$ cat src/rtl/char_disp_pkg.sv
// Shared types and constants for the character display path.
// Used by char_row_scanner and row_serializer.
package char_disp_pkg;

    localparam int ROW_BITS = 4;
    localparam int ROWS     = 16;

    localparam int DEF_CLK_DIV     = 4;
    localparam int DEF_HOLD_CYCLES = 1000;
    localparam int DEF_CHAR_FRAMES = 50;

    typedef enum logic [2:0] {
        S_IDLE,
        S_FETCH,
        S_WAIT,
        S_SHIFT,
        S_LATCH,
        S_HOLD
    } scan_state_t;

    // Counter width for a modulo-n counter; never below one bit.
    function automatic int cnt_w(input int n);
        return (n > 1) ? $clog2(n) : 1;
    endfunction

endpackage

$ cat src/rtl/row_serializer.sv
// Shifts one glyph row MSB-first onto ser_data with a divided ser_clk.
// Receiver samples on the ser_clk rising edge; ser_clk idles low.
module row_serializer
    import char_disp_pkg::*;
#(
    parameter int DATAWIDTH = 16,
    parameter int CLK_DIV   = DEF_CLK_DIV
) (
    input  logic                 clk,
    input  logic                 rst,
    input  logic                 load,
    input  logic [DATAWIDTH-1:0] din,
    input  logic                 start,
    output logic                 busy,
    output logic                 ser_clk,
    output logic                 ser_data
);

    localparam int DIV_W = cnt_w(CLK_DIV);
    localparam int BIT_W = cnt_w(DATAWIDTH);

    logic [DATAWIDTH-1:0] sh_q, sh_d;
    logic [DIV_W-1:0]     div_q, div_d;
    logic [BIT_W-1:0]     bit_q, bit_d;
    logic                 run_q, run_d;
    logic                 sclk_q, sclk_d;
    logic                 sdat_q, sdat_d;
    logic                 div_end, last;

    assign div_end = (div_q == DIV_W'(CLK_DIV - 1));
    assign last    = run_q && sclk_q && div_end && (bit_q == BIT_W'(DATAWIDTH - 1));
    // Drops during the final shift cycle so the caller can leave on that edge.
    assign busy     = run_q && !last;
    assign ser_clk  = sclk_q;
    assign ser_data = sdat_q;

    always_comb begin
        sh_d   = sh_q;
        div_d  = div_q;
        bit_d  = bit_q;
        run_d  = run_q;
        sclk_d = sclk_q;
        sdat_d = sdat_q;
        if (load) sh_d = din;
        if (start) begin
            run_d  = 1'b1;
            div_d  = '0;
            bit_d  = '0;
            sclk_d = 1'b0;
            sdat_d = load ? din[DATAWIDTH-1] : sh_q[DATAWIDTH-1];
        end else if (run_q) begin
            if (!div_end) begin
                div_d = div_q + 1'b1;
            end else begin
                div_d = '0;
                if (!sclk_q) begin
                    sclk_d = 1'b1;
                end else begin
                    sclk_d = 1'b0;
                    if (last) begin
                        run_d = 1'b0;
                    end else begin
                        bit_d  = bit_q + 1'b1;
                        sh_d   = {sh_q[DATAWIDTH-2:0], 1'b0};
                        sdat_d = sh_q[DATAWIDTH-2];
                    end
                end
            end
        end
    end

    always_ff @(posedge clk) begin
        if (rst) begin
            sh_q   <= '0;
            div_q  <= '0;
            bit_q  <= '0;
            run_q  <= 1'b0;
            sclk_q <= 1'b0;
            sdat_q <= 1'b0;
        end else begin
            sh_q   <= sh_d;
            div_q  <= div_d;
            bit_q  <= bit_d;
            run_q  <= run_d;
            sclk_q <= sclk_d;
            sdat_q <= sdat_d;
        end
    end

endmodule

$ cat src/rtl/char_row_scanner.sv
// Font BRAM row scanner: fetches glyph rows, serialises them to the column chain,
// latches and drives the row select. Optional LED_OE_EN adds an active-low output enable.
module char_row_scanner
    import char_disp_pkg::*;
#(
    parameter int MEMWIDTH    = 8,
    parameter int DATAWIDTH   = 16,
    parameter int CLK_DIV     = DEF_CLK_DIV,
    parameter int HOLD_CYCLES = DEF_HOLD_CYCLES,
    parameter int CHAR_FRAMES = DEF_CHAR_FRAMES
) (
    input  logic                 clk,
    input  logic                 rst,
    input  logic                 en,
    output logic [MEMWIDTH-1:0]  raddr,
    input  logic [DATAWIDTH-1:0] rdata,
    output logic                 ser_clk,
    output logic                 ser_data,
    output logic                 ser_latch,
    output logic [ROWS-1:0]      row_sel,
    output logic                 frame_done
`ifdef LED_OE_EN
    , output logic               oe_n
`endif
);

    localparam int CHAR_W = MEMWIDTH - ROW_BITS;
    localparam int HOLD_W = cnt_w(HOLD_CYCLES);
    localparam int FRM_W  = cnt_w(CHAR_FRAMES);

    scan_state_t         state_q, state_d;
    logic [MEMWIDTH-1:0] raddr_q, raddr_d;
    logic [ROWS-1:0]     row_sel_q, row_sel_d;
    logic [ROW_BITS-1:0] row_q, row_d;
    logic [CHAR_W-1:0]   char_q, char_d;
    logic [FRM_W-1:0]    frm_q, frm_d;
    logic [HOLD_W-1:0]   hold_q, hold_d;
    logic                latch_q, latch_d;
    logic                fdone_q, fdone_d;
    logic                ser_go, ser_busy, hold_end;

    assign ser_go   = (state_q == S_WAIT);
    assign hold_end = (state_q == S_HOLD) && (hold_q == HOLD_W'(HOLD_CYCLES - 1));

    row_serializer #(
        .DATAWIDTH (DATAWIDTH),
        .CLK_DIV   (CLK_DIV)
    ) u_ser (
        .clk      (clk),
        .rst      (rst),
        .load     (ser_go),
        .din      (rdata),
        .start    (ser_go),
        .busy     (ser_busy),
        .ser_clk  (ser_clk),
        .ser_data (ser_data)
    );

    always_ff @(posedge clk) begin
        if (rst) state_q <= S_IDLE;
        else     state_q <= state_d;
    end

    always_comb begin
        state_d = state_q;
        case (state_q)
            S_IDLE:  if (en) state_d = S_FETCH;
            S_FETCH: state_d = S_WAIT;
            S_WAIT:  state_d = S_SHIFT;
            S_SHIFT: if (!ser_busy) state_d = S_LATCH;
            S_LATCH: state_d = S_HOLD;
            S_HOLD:  if (hold_end) state_d = en ? S_FETCH : S_IDLE;
            default: state_d = S_IDLE;
        endcase
    end

    always_comb begin
        raddr_d   = raddr_q;
        row_sel_d = row_sel_q;
        row_d     = row_q;
        char_d    = char_q;
        frm_d     = frm_q;
        hold_d    = '0;
        latch_d   = 1'b0;
        fdone_d   = 1'b0;
        case (state_q)
            S_IDLE: if (en) raddr_d = {char_q, row_q};
            S_SHIFT: begin
                if (!ser_busy) begin
                    latch_d   = 1'b1;
                    row_sel_d = ROWS'(1) << row_q;
                end
            end
            S_HOLD: begin
                if (!hold_end) begin
                    hold_d = hold_q + 1'b1;
                end else begin
                    row_d = row_q + 1'b1;
                    if (row_q == ROW_BITS'(ROWS - 1)) begin
                        fdone_d = 1'b1;
                        if (frm_q == FRM_W'(CHAR_FRAMES - 1)) begin
                            frm_d  = '0;
                            char_d = char_q + 1'b1;
                        end else begin
                            frm_d = frm_q + 1'b1;
                        end
                    end
                    raddr_d = {char_d, row_d};
                    if (!en) row_sel_d = '0;
                end
            end
            default: ;
        endcase
    end

    always_ff @(posedge clk) begin
        if (rst) begin
            raddr_q   <= '0;
            row_sel_q <= '0;
            row_q     <= '0;
            char_q    <= '0;
            frm_q     <= '0;
            hold_q    <= '0;
            latch_q   <= 1'b0;
            fdone_q   <= 1'b0;
        end else begin
            raddr_q   <= raddr_d;
            row_sel_q <= row_sel_d;
            row_q     <= row_d;
            char_q    <= char_d;
            frm_q     <= frm_d;
            hold_q    <= hold_d;
            latch_q   <= latch_d;
            fdone_q   <= fdone_d;
        end
    end

    assign raddr      = raddr_q;
    assign row_sel    = row_sel_q;
    assign ser_latch  = latch_q;
    assign frame_done = fdone_q;

`ifdef LED_OE_EN
    logic oe_n_q;
    // Blank everywhere except while the freshly latched row is being held.
    always_ff @(posedge clk) begin
        if (rst) oe_n_q <= 1'b1;
        else     oe_n_q <= (state_d != S_HOLD);
    end
    assign oe_n = oe_n_q;
`endif

endmodule

$ cat config.mk
export PLATFORM = sky130hd
export DESIGN_NAME = char_row_scanner
export DESIGN_NICKNAME = d
export VERILOG_FILES = /design/src/rtl/char_disp_pkg.sv /design/src/rtl/row_serializer.sv /design/src/rtl/char_row_scanner.sv
export SDC_FILE = /design/constraint.sdc
export NUM_CORES = 1
export LEC_CHECK = 0
export ABC_AREA = 0
export CAP_MARGIN = 10
export CELL_PAD_IN_SITES_DETAIL_PLACEMENT = 1
export CELL_PAD_IN_SITES_GLOBAL_PLACEMENT = 2
export CORE_ASPECT_RATIO = 0.7
export CORE_MARGIN = 10
export CORE_UTILIZATION = 33
export CTS_CLUSTER_DIAMETER = 40
export DETAILED_ROUTE_END_ITERATION = 10
export GPL_ROUTABILITY_DRIVEN = 0
export HOLD_SLACK_MARGIN = 0.03
export PLACE_DENSITY = 0.84
export REMOVE_ABC_BUFFERS = 1
export SLEW_MARGIN = 20
export SYNTH_ARGS = -nofsm -noshare
export SYNTH_HDL_FRONTEND = slang
export SYNTH_SLANG_ARGS = --single-unit
$ cat constraint.sdc
create_clock -name clk -period 2.6 [get_ports clk]
set_input_delay 0.65 -clock clk [delete_from_list [all_inputs] [get_ports clk]]
set_output_delay 0.65 -clock clk [all_outputs]
set_load 0.05 [all_outputs]
Word-level counts from Yosys, hierarchy flattened
Cells that the tools add are included.
- $add $sub $neg: 6
- equal/unequal tests: 15
- shifts and indexed selects: 1
- multiplexer cells: 35
- bitwise logic cells: 4
- reduce and logical (&&, ||, !) cells: 24
- operators with widths (operator ; number):
    $mux W16 ; 9
    $pmux W16 S2 ; 1
    $pmux W3 S6 ; 1
    $mux W8 ; 2
    $pmux W8 S2 ; 1
    $shl A1 B4 Y16 const A ; 1
    $mux W1 ; 14
    $add A4 B1 Y4 const B ; 3
    $reduce_and A4 Y1 ; 3
    $add A10 B1 Y10 const B ; 1
    $eq A10 B10 Y1 const B ; 1
    $ne A2 B2 Y1 const B ; 5
    $reduce_bool A2 Y1 ; 5
    $mux W3 ; 3
    $reduce_and A3 Y1 ; 3
    $eq A4 B4 Y1 const B ; 2
    $mux W4 ; 2
    $add A6 B1 Y6 const B ; 1
    $eq A3 B2 Y1 const B ; 2
    $eq A3 B3 Y1 const B ; 2
    $eq A6 B6 Y1 const B ; 1
    $mux W6 ; 1
    $reduce_or A3 Y1 ; 2
    $logic_and A1 B1 Y1 ; 5
    other kinds (9) ; 14
- bits in registers: 78
- bits of input ports: 19
- output and inout bits: 28
- logic and storage cells: 100

Depth between registers and ports, before layout
Gate-level depths: netlist of run 1.
- depth after elaboration: 8
- mapped depth: 7
- depth with buffers taken out: 6

By module
A second synthesis of run 1 with hierarchy kept.
- cells, all modules: 436
- area total of the unflattened synthesis: 3824.9 um^2
- modules (own cells, without submodules) (module ; instances ; cells each ; area each (um^2) ; seq. area each (um^2)):
    char_row_scanner ; 1 ; 313 ; 2607.5 ; 1061.0
    row_serializer ; 1 ; 123 ; 1217.4 ; 500.5

Least setup slack after synthesis of run 1
Ideal clock, no wire load.
- path kind: register -> register
- start point: register hold_q[2]
- end point: register char_q[2]
- library setup time: 0.121 ns
- data arrival time: 1.936 ns
- data required time: 2.479 ns
- slack: 0.543 ns
- cell stages (with the launch flop): 6
- buffers on the path: 1
- period minus slack after synthesis: 2.057 ns
- cells stage by stage: dfxtp_1 > or3b_4 > or4_1 > buf_2 > nor3_1 > mux2_2
- word-level cells in the longest chain between the ends: 3
- RTL lines (item ; RTL line ; text):
    start: declaration ; char_row_scanner.sv:37 ; logic [HOLD_W-1:0] hold_q, hold_d;
    start signal: assignment ; char_row_scanner.sv:132 ; hold_q <= hold_d;
    $eq A10 B10 Y1 ; char_row_scanner.sv:43 ; assign hold_end = (state_q == S_HOLD) && (hold_q == HOLD_W'(HOLD_CYCLES - 1));
    $logic_and A1 B1 Y1 ; char_row_scanner.sv:43 ;
    $reduce_and A2 Y1 (no line) ; n/a ;
    end signal: assignment ; char_row_scanner.sv:130 ; char_q <= char_d;
    end: declaration ; char_row_scanner.sv:35 ; logic [CHAR_W-1:0] char_q, char_d;
Every way passes these cells.
A chain may end at the register's enable or synchronous reset.

Worst setup path after layout of run 1
Same ends and word-level chain as after synthesis.

==> results.tsv, run 1 <==
stage	metric	value	unit
worst_setup_path	Setup CP Type	reg2reg	
worst_setup_path	crit path capture type	flip-flop	
cts	H-Tree Depth	3	
cts	CTS Buf Count	9	
global_route	antenna violations before repair	0	
detailed_routing	DRC	0	
sta	Setup Skew	0.00666	ns
sta	period utilization	0.928	
synthesis	top-count cell post-synth	dfxtp_1	
synthesis	Ys Warns	0	
cts	clock sink count	77	
sta	hold violation count in the final report	0	
cells_and_area	layout cells sized above 1	0.0819	
global_route	global-route wire length before repair	16700	µm
global_route	largest net degree at the start of global routing	35	
worst_setup_path	critical path data required time	2.82	ns
sta	Final WS setup	0.187	ns
cells_and_area	antenna cells	0	
worst_setup_path	critical path peak fanout	15	
worst_setup_path	Reg2Reg Depth	4	
place	# port buffers	46	
synthesis	count of cell types in the netlist	51	
sta	Setup violations, final	0	
worst_hold_path	Hold Path Origin	row_sel[14]	
detailed_routing	Avg Vias per Cell	5.08	
sta	setup_tns	0	ns
die	die height	107	µm
die	# IOs	47	
synthesis	ys flop type	dfxtp_1	
place	Placement Setup Slack	0.171	ns
cells_and_area	cell area after layout	4490	µm²
status	outcome	finished, final reports clean	
die	Core Footprint	10500	µm²
detailed_routing	via count	3049	
power	Pleak	1.51	nW
cells_and_area	Layout Nets	478	
detailed_routing	DR iter-0 viols	197	
synthesis	#FFs+latches synth	77	
cells_and_area	non-filler instance count after layout	600	
global_route	total track usage	0.132	
synthesis	syn_area_per_cell	8.86	µm²
worst_setup_path	CP Data Arrival Time	2.64	ns
detailed_routing	Post-Route WL	9750	µm
die	num rows	31	
synthesis	Post-synth ARST share	0	
cts	Clock Latency Late Sink	0.34	ns
die	initial core utilization	0.342	
cts	cts repair resizes	0	
place	Area after DPL	4200	µm²
sta	max-slew violations	0	
cts	Setup Buffers After CTS	0	
detailed_routing	antenna-violating nets left	0	
detailed_routing	Routed WL per cell	16.2	µm
cells_and_area	Fillers	1232	
power	worst vdd ir	0.348	mV
sta	RSZ-0062 raised after global routing	false	
synthesis	Gate Count Post-Synth	406	
cells_and_area	Reg area	1540	µm²
synthesis	synth top area cells	dfxtp_1 43%, mux2i_1 9.2%, nor2_1 5.1%, ha_1 4.2%, nand2_1 4.2%	
cts	Clock transition at path regs	0.06	ns
synthesis	post-synth top area cell	dfxtp_1	
worst_setup_path	FF-to-FF Start	hold_q[2]	
cts	CTS tree	done	
place	hpwl dp	7010	µm
cells_and_area	synthesis-to-finish area growth	24.9	%
cts	clock buffer depth	2	
cts	Post-CTS Hold Buffers	0	
worst_setup_path	Worst Setup Start Kind	flip-flop	
worst_hold_path	worst hold path class	reg2reg	
sta	clock period minus worst slack	2.41	ns
synthesis	Yosys top cell area share	0.429	
detailed_routing	drt pass-1 iters	4	
synthesis	synthesized area	3600	µm²
die	Die Wd	145	µm
sta	worst slew pin tran	1.05	ns
job	max-cap check violation count	0	
sta	Max Freq	414	MHz
global_route	vias in the first global route	3203	
place	Inst Count DP	584	
sta	Slew HR	0.299	
synthesis	most frequent cells after synthesis	77 x dfxtp_1, 49 x nor2_1, 40 x nand2_1, 33 x mux2i_1, 26 x nand3_1	
cells_and_area	area of the multi-input gates	1880	µm²
cts	Clock Root Buffer	clkbuf_16	
synthesis	share of the yosys chip area belonging to registers	0.429	
sta	worst hold margin	0.459	ns
power	pwr dens	633	nW/µm²
synthesis	Post-synth EDFFs	0	
worst_setup_path	FF-to-FF End	char_q[2]	
worst_hold_path	Hold Path End	row_sel[14]	
worst_hold_path	hold depth	2	
global_route	grt total ovfl	0	
worst_setup_path	R2R Setup Slk	0.19	ns
die	die area	15500	µm²
## critical path, stage by stage, from the launching register on
cell	delay [ns]
dfxtp_1	0.41
or3b_4	0.44
or4_1	0.80
nor3_1	0.31
mux2_2	0.36
## cell families after synthesis
| logic type | Yosys count | synth area share |
|---|---|---|
| muxes | 35 | 0.0981 |
| and+or+nand+nor | 161 | 0.219 |
| buffers and inverters | 40 | 0.0480 |
| DFF | 77 | 0.429 |
| AOI/OAI and AO/OA | 65 | 0.126 |
| xor gates and xnor gates | 16 | 0.0390 |
| adders and majority gates | 12 | 0.0417 |
## report_power, final
part / leakage (nW) / switching [mW] / total (mW) / internal (mW)
clock network: 0.145 / 0.493 / 1.23 / 0.737
logic: 0.743 / 0.195 / 0.324 / 0.129
registers: 0.624 / 0.0485 / 1.29 / 1.24
## final cells by class
| cell class | count | area share |
|---|---|---|
| multi-input cells | 289 | 0.419 |
| clock inverters | 7 | 0.0148 |
| inverters | 13 | 0.0109 |
| flip-flops and latches | 77 | 0.343 |
| repair buffers | 57 | 0.121 |
| well taps | 148 | 0.0412 |
| clock buffers | 9 | 0.0501 |
## sequential cells by signal, indices dropped and copies added, names as in the netlist, 2 cells and up
name,count
char_q,4
hold_q,10
raddr,8
frm_q,6
u_ser.div_q,2
state_q,3
u_ser.bit_q,4
row_q,4
row_sel,16
u_ser.sh_q,15
## cells in the final DEF, fill, tap and decap left out, drive strengths merged, types with 8 or more instances in the layout
master,synthesis,layout
a211oi,18,18
a21oi,17,17
buf,9,11
clkbuf,18,9
clkdlybuf4s50,0,46
dfxtp,77,77
ha,12,12
inv,13,13
mux2i,33,33
nand2,40,40
nand3,26,26
nand4,8,8
nor2,50,50
nor3,12,12
xnor2,12,12
## worst max-delay path by stage
stage          startpoint         end  slack, ns  cells past startpoint
6_report        hold_q[2]   char_q[2]       0.19                      4
5_1_grt        state_q[0]   char_q[2]       0.03                      4
4_1_cts         hold_q[2]   char_q[2]       0.19                      4
3_5_place_dp           en  row_sel[1]       0.17                      4
3_3_place_gp           en  row_sel[3]       0.27                      4
2_1_floorplan   hold_q[2]  row_sel[0]       0.14                      4
## per-layer routing
| metal | track usage | vias up | share of wire | wire length [µm] |
|---|---|---|---|---|
| met2 | 0.189 | 51 | 0.44 | 4270 |
| met3 | 0.0384 | 11 | 0.044 | 429 |
| li1 | - | 1520 | - | - |
| met4 | 0.0381 | 0 | 0.010 | 100 |
| met5 | 0 | - | 0 | 0 |
| met1 | 0.188 | 1467 | 0.51 | 4940 |
## metrics by stage
step                total power [mW]   util
floorplan                       1.50      -
global placement                1.63  0.400
detailed placement              1.63  0.400
CTS                             2.87  0.427
global route                    2.97  0.427
finish                          2.84  0.427
Power figures use the tool's default switching activity.
==> run 2: changes to the inputs <==
--- a/config.mk
+++ b/config.mk
@@ -11,12 +11,12 @@
 export CELL_PAD_IN_SITES_GLOBAL_PLACEMENT = 2
 export CORE_ASPECT_RATIO = 0.7
 export CORE_MARGIN = 10
-export CORE_UTILIZATION = 33
+export CORE_UTILIZATION = 30
 export CTS_CLUSTER_DIAMETER = 40
 export DETAILED_ROUTE_END_ITERATION = 10
 export GPL_ROUTABILITY_DRIVEN = 0
 export HOLD_SLACK_MARGIN = 0.03
-export PLACE_DENSITY = 0.84
+export PLACE_DENSITY = 0.81
 export REMOVE_ABC_BUFFERS = 1
 export SLEW_MARGIN = 20
 export SYNTH_ARGS = -nofsm -noshare
==> constraint.sdc (replaced) <==
create_clock -name clk -period 2.21 [get_ports clk]
set_input_delay 0.5525 -clock clk [delete_from_list [all_inputs] [get_ports clk]]
set_output_delay 0.5525 -clock clk [all_outputs]
set_load 0.05 [all_outputs]
==> run 2 against run 1 <==
- power up 25%
- die area up 8.3%
- wire length up 2.7%
- critical endpoint is now ser_clk
- largest power group is now the clock network
- utilization down 2.9 points
- combinational power up 28%
- design area up 4.0%
- sequential share of layout area down 1.3 points
==> results.tsv, run 2 (same netlist as run 1, synthesis figures left out) <==
stage	metric	value	unit
cts	CTS tree	done	
power	pwr dens	760	nW/µm²
cells_and_area	Layout Nets	492	
cts	H-Tree Depth	3	
die	num rows	33	
sta	clock period minus worst slack	2.12	ns
sta	Setup violations, final	0	
worst_setup_path	crit-path leading delay family	buffers and inverters	
sta	period utilization	0.961	
cts	Clock transition at path regs	0.06	ns
place	Inst Count DP	607	
detailed_routing	Routed WL per cell	16.1	µm
cts	clock buffer depth	2	
detailed_routing	via count	3131	
worst_setup_path	crit path capture type	primary output	
power	worst vdd ir	0.458	mV
worst_setup_path	CP peak stage delay	0.83	ns
worst_setup_path	Setup CP Type	reg2out	
global_route	antenna violations before repair	0	
cells_and_area	synthesis-to-finish area growth	29.9	%
detailed_routing	DR iter-0 viols	125	
worst_setup_path	Worst Setup Start Kind	flip-flop	
status	outcome	finished, final reports clean	
worst_setup_path	CP max stage cell	clkdlybuf4s50_1	
sta	Slew HR	0.564	
detailed_routing	Avg Vias per Cell	5.03	
global_route	largest net degree at the start of global routing	35	
place	# port buffers	46	
cells_and_area	layout cells sized above 1	0.109	
cells_and_area	final core occ	0.399	
sta	max-slew violations	0	
worst_setup_path	CP Data Arrival Time	1.57	ns
sta	hold violation count in the final report	0	
detailed_routing	drt pass-1 iters	4	
global_route	vias in the first global route	3305	
cts	Post-CTS Hold Buffers	0	
place	hpwl dp	7430	µm
die	Core Footprint	11700	µm²
worst_setup_path	crit path buf inv count	1	
die	die area	16800	µm²
sta	Final WS setup	0.0854	ns
place	Placement Setup Slack	-0.0107	ns
sta	worst slew pin tran	0.654	ns
cells_and_area	commonest non-fill, non-tap cell in the layout	dfxtp_1	
cts	Setup Buffers After CTS	0	
detailed_routing	Post-Route WL	10000	µm
job	max-cap check violation count	0	
global_route	grt total ovfl	0	
power	Pleak	1.61	nW
sta	RSZ-0062 raised after global routing	false	
die	Die Wd	151	µm
cells_and_area	max reg flops	16	
die	# IOs	47	
cts	clock sink count	77	
cts	CTS Buf Count	9	
worst_setup_path	critical path data required time	1.66	ns
die	initial core utilization	0.307	
global_route	total track usage	0.124	
global_route	global-route wire length before repair	17200	µm
worst_setup_path	critical path peak fanout	5	
sta	Max Freq	471	MHz
detailed_routing	antenna-violating nets left	0	
sta	Setup Skew	0.00524	ns
cells_and_area	non-filler instance count after layout	623	
cts	Clock Root Buffer	clkbuf_16	
cells_and_area	commonest non-fill, non-tap cells in the layout	77 x dfxtp_1, 49 x nor2_1, 46 x clkdlybuf4s50_1, 40 x nand2_1, 33 x mux2i_1	
worst_setup_path	crit path cell chain	clkdlybuf4s50_1	
cts	Clock Latency Late Sink	0.34	ns
cells_and_area	antenna cells	0	
detailed_routing	DRC	0	
die	die height	112	µm
worst_hold_path	worst hold path class	reg2reg	
run 2: worst paths after layout:
kind                      to           from  cells after the start  slack (ns)
hold reg to reg   row_sel[6]     row_sel[6]                      2        0.46
setup / recovery     ser_clk  u_ser.ser_clk                      1        0.09
setup reg to reg   char_q[3]      hold_q[4]                      5        0.14
hold / removal    row_sel[6]     row_sel[6]                      2        0.46
run 2: worst min-delay path, stage by stage (launching register included):
cell	delay, ns
dfxtp_1	0.31
nand2_1	0.05
mux2i_1	0.05
run 2: cell type report:
type | instances | area (µm²)
well taps | 157 | 196
repair buffers | 71 | 673
inverters | 13 | 48.8
multi-input cells | 289 | 1890
flip-flops and latches | 77 | 1540
clock inverters | 4 | 70.1
fillers | 1371 | 7050
clock buffers | 12 | 256
run 2: what timing repair did:
item | in CTS | in global routing
setup endpoints to repair | 2 | 0
endpoints found under the hold margin | 0 | 0
resized for setup | 1 | 0
run 2: routing by layer:
metal  share of wire  track usage
met1            0.49        0.166
met2            0.45        0.186
met3           0.048       0.0384
met4           0.011       0.0365
met5               0            0
run 2: report_power, final:
part           switching (mW)  internal [mW]  leakage [nW]
clock                   0.588           1.05         0.163
sequential             0.0415           1.46         0.624
combinational           0.246          0.170         0.822
run 2: per-stage QoR:
step / total power, mW / hold slack, ns / setup TNS (ns) / area (µm²)
5_1_grt: 3.70 / 0.487 / 0 / 4670
4_1_cts: 3.59 / 0.468 / 0 / 4670
2_1_floorplan: 1.77 / 0.430 / -4.02 / 3470
3_5_place_dp: 1.95 / 0.454 / -0.0107 / 4340
3_3_place_gp: 1.94 / 0.441 / 0 / 4340
6_report: 3.55 / 0.461 / 0 / 4670
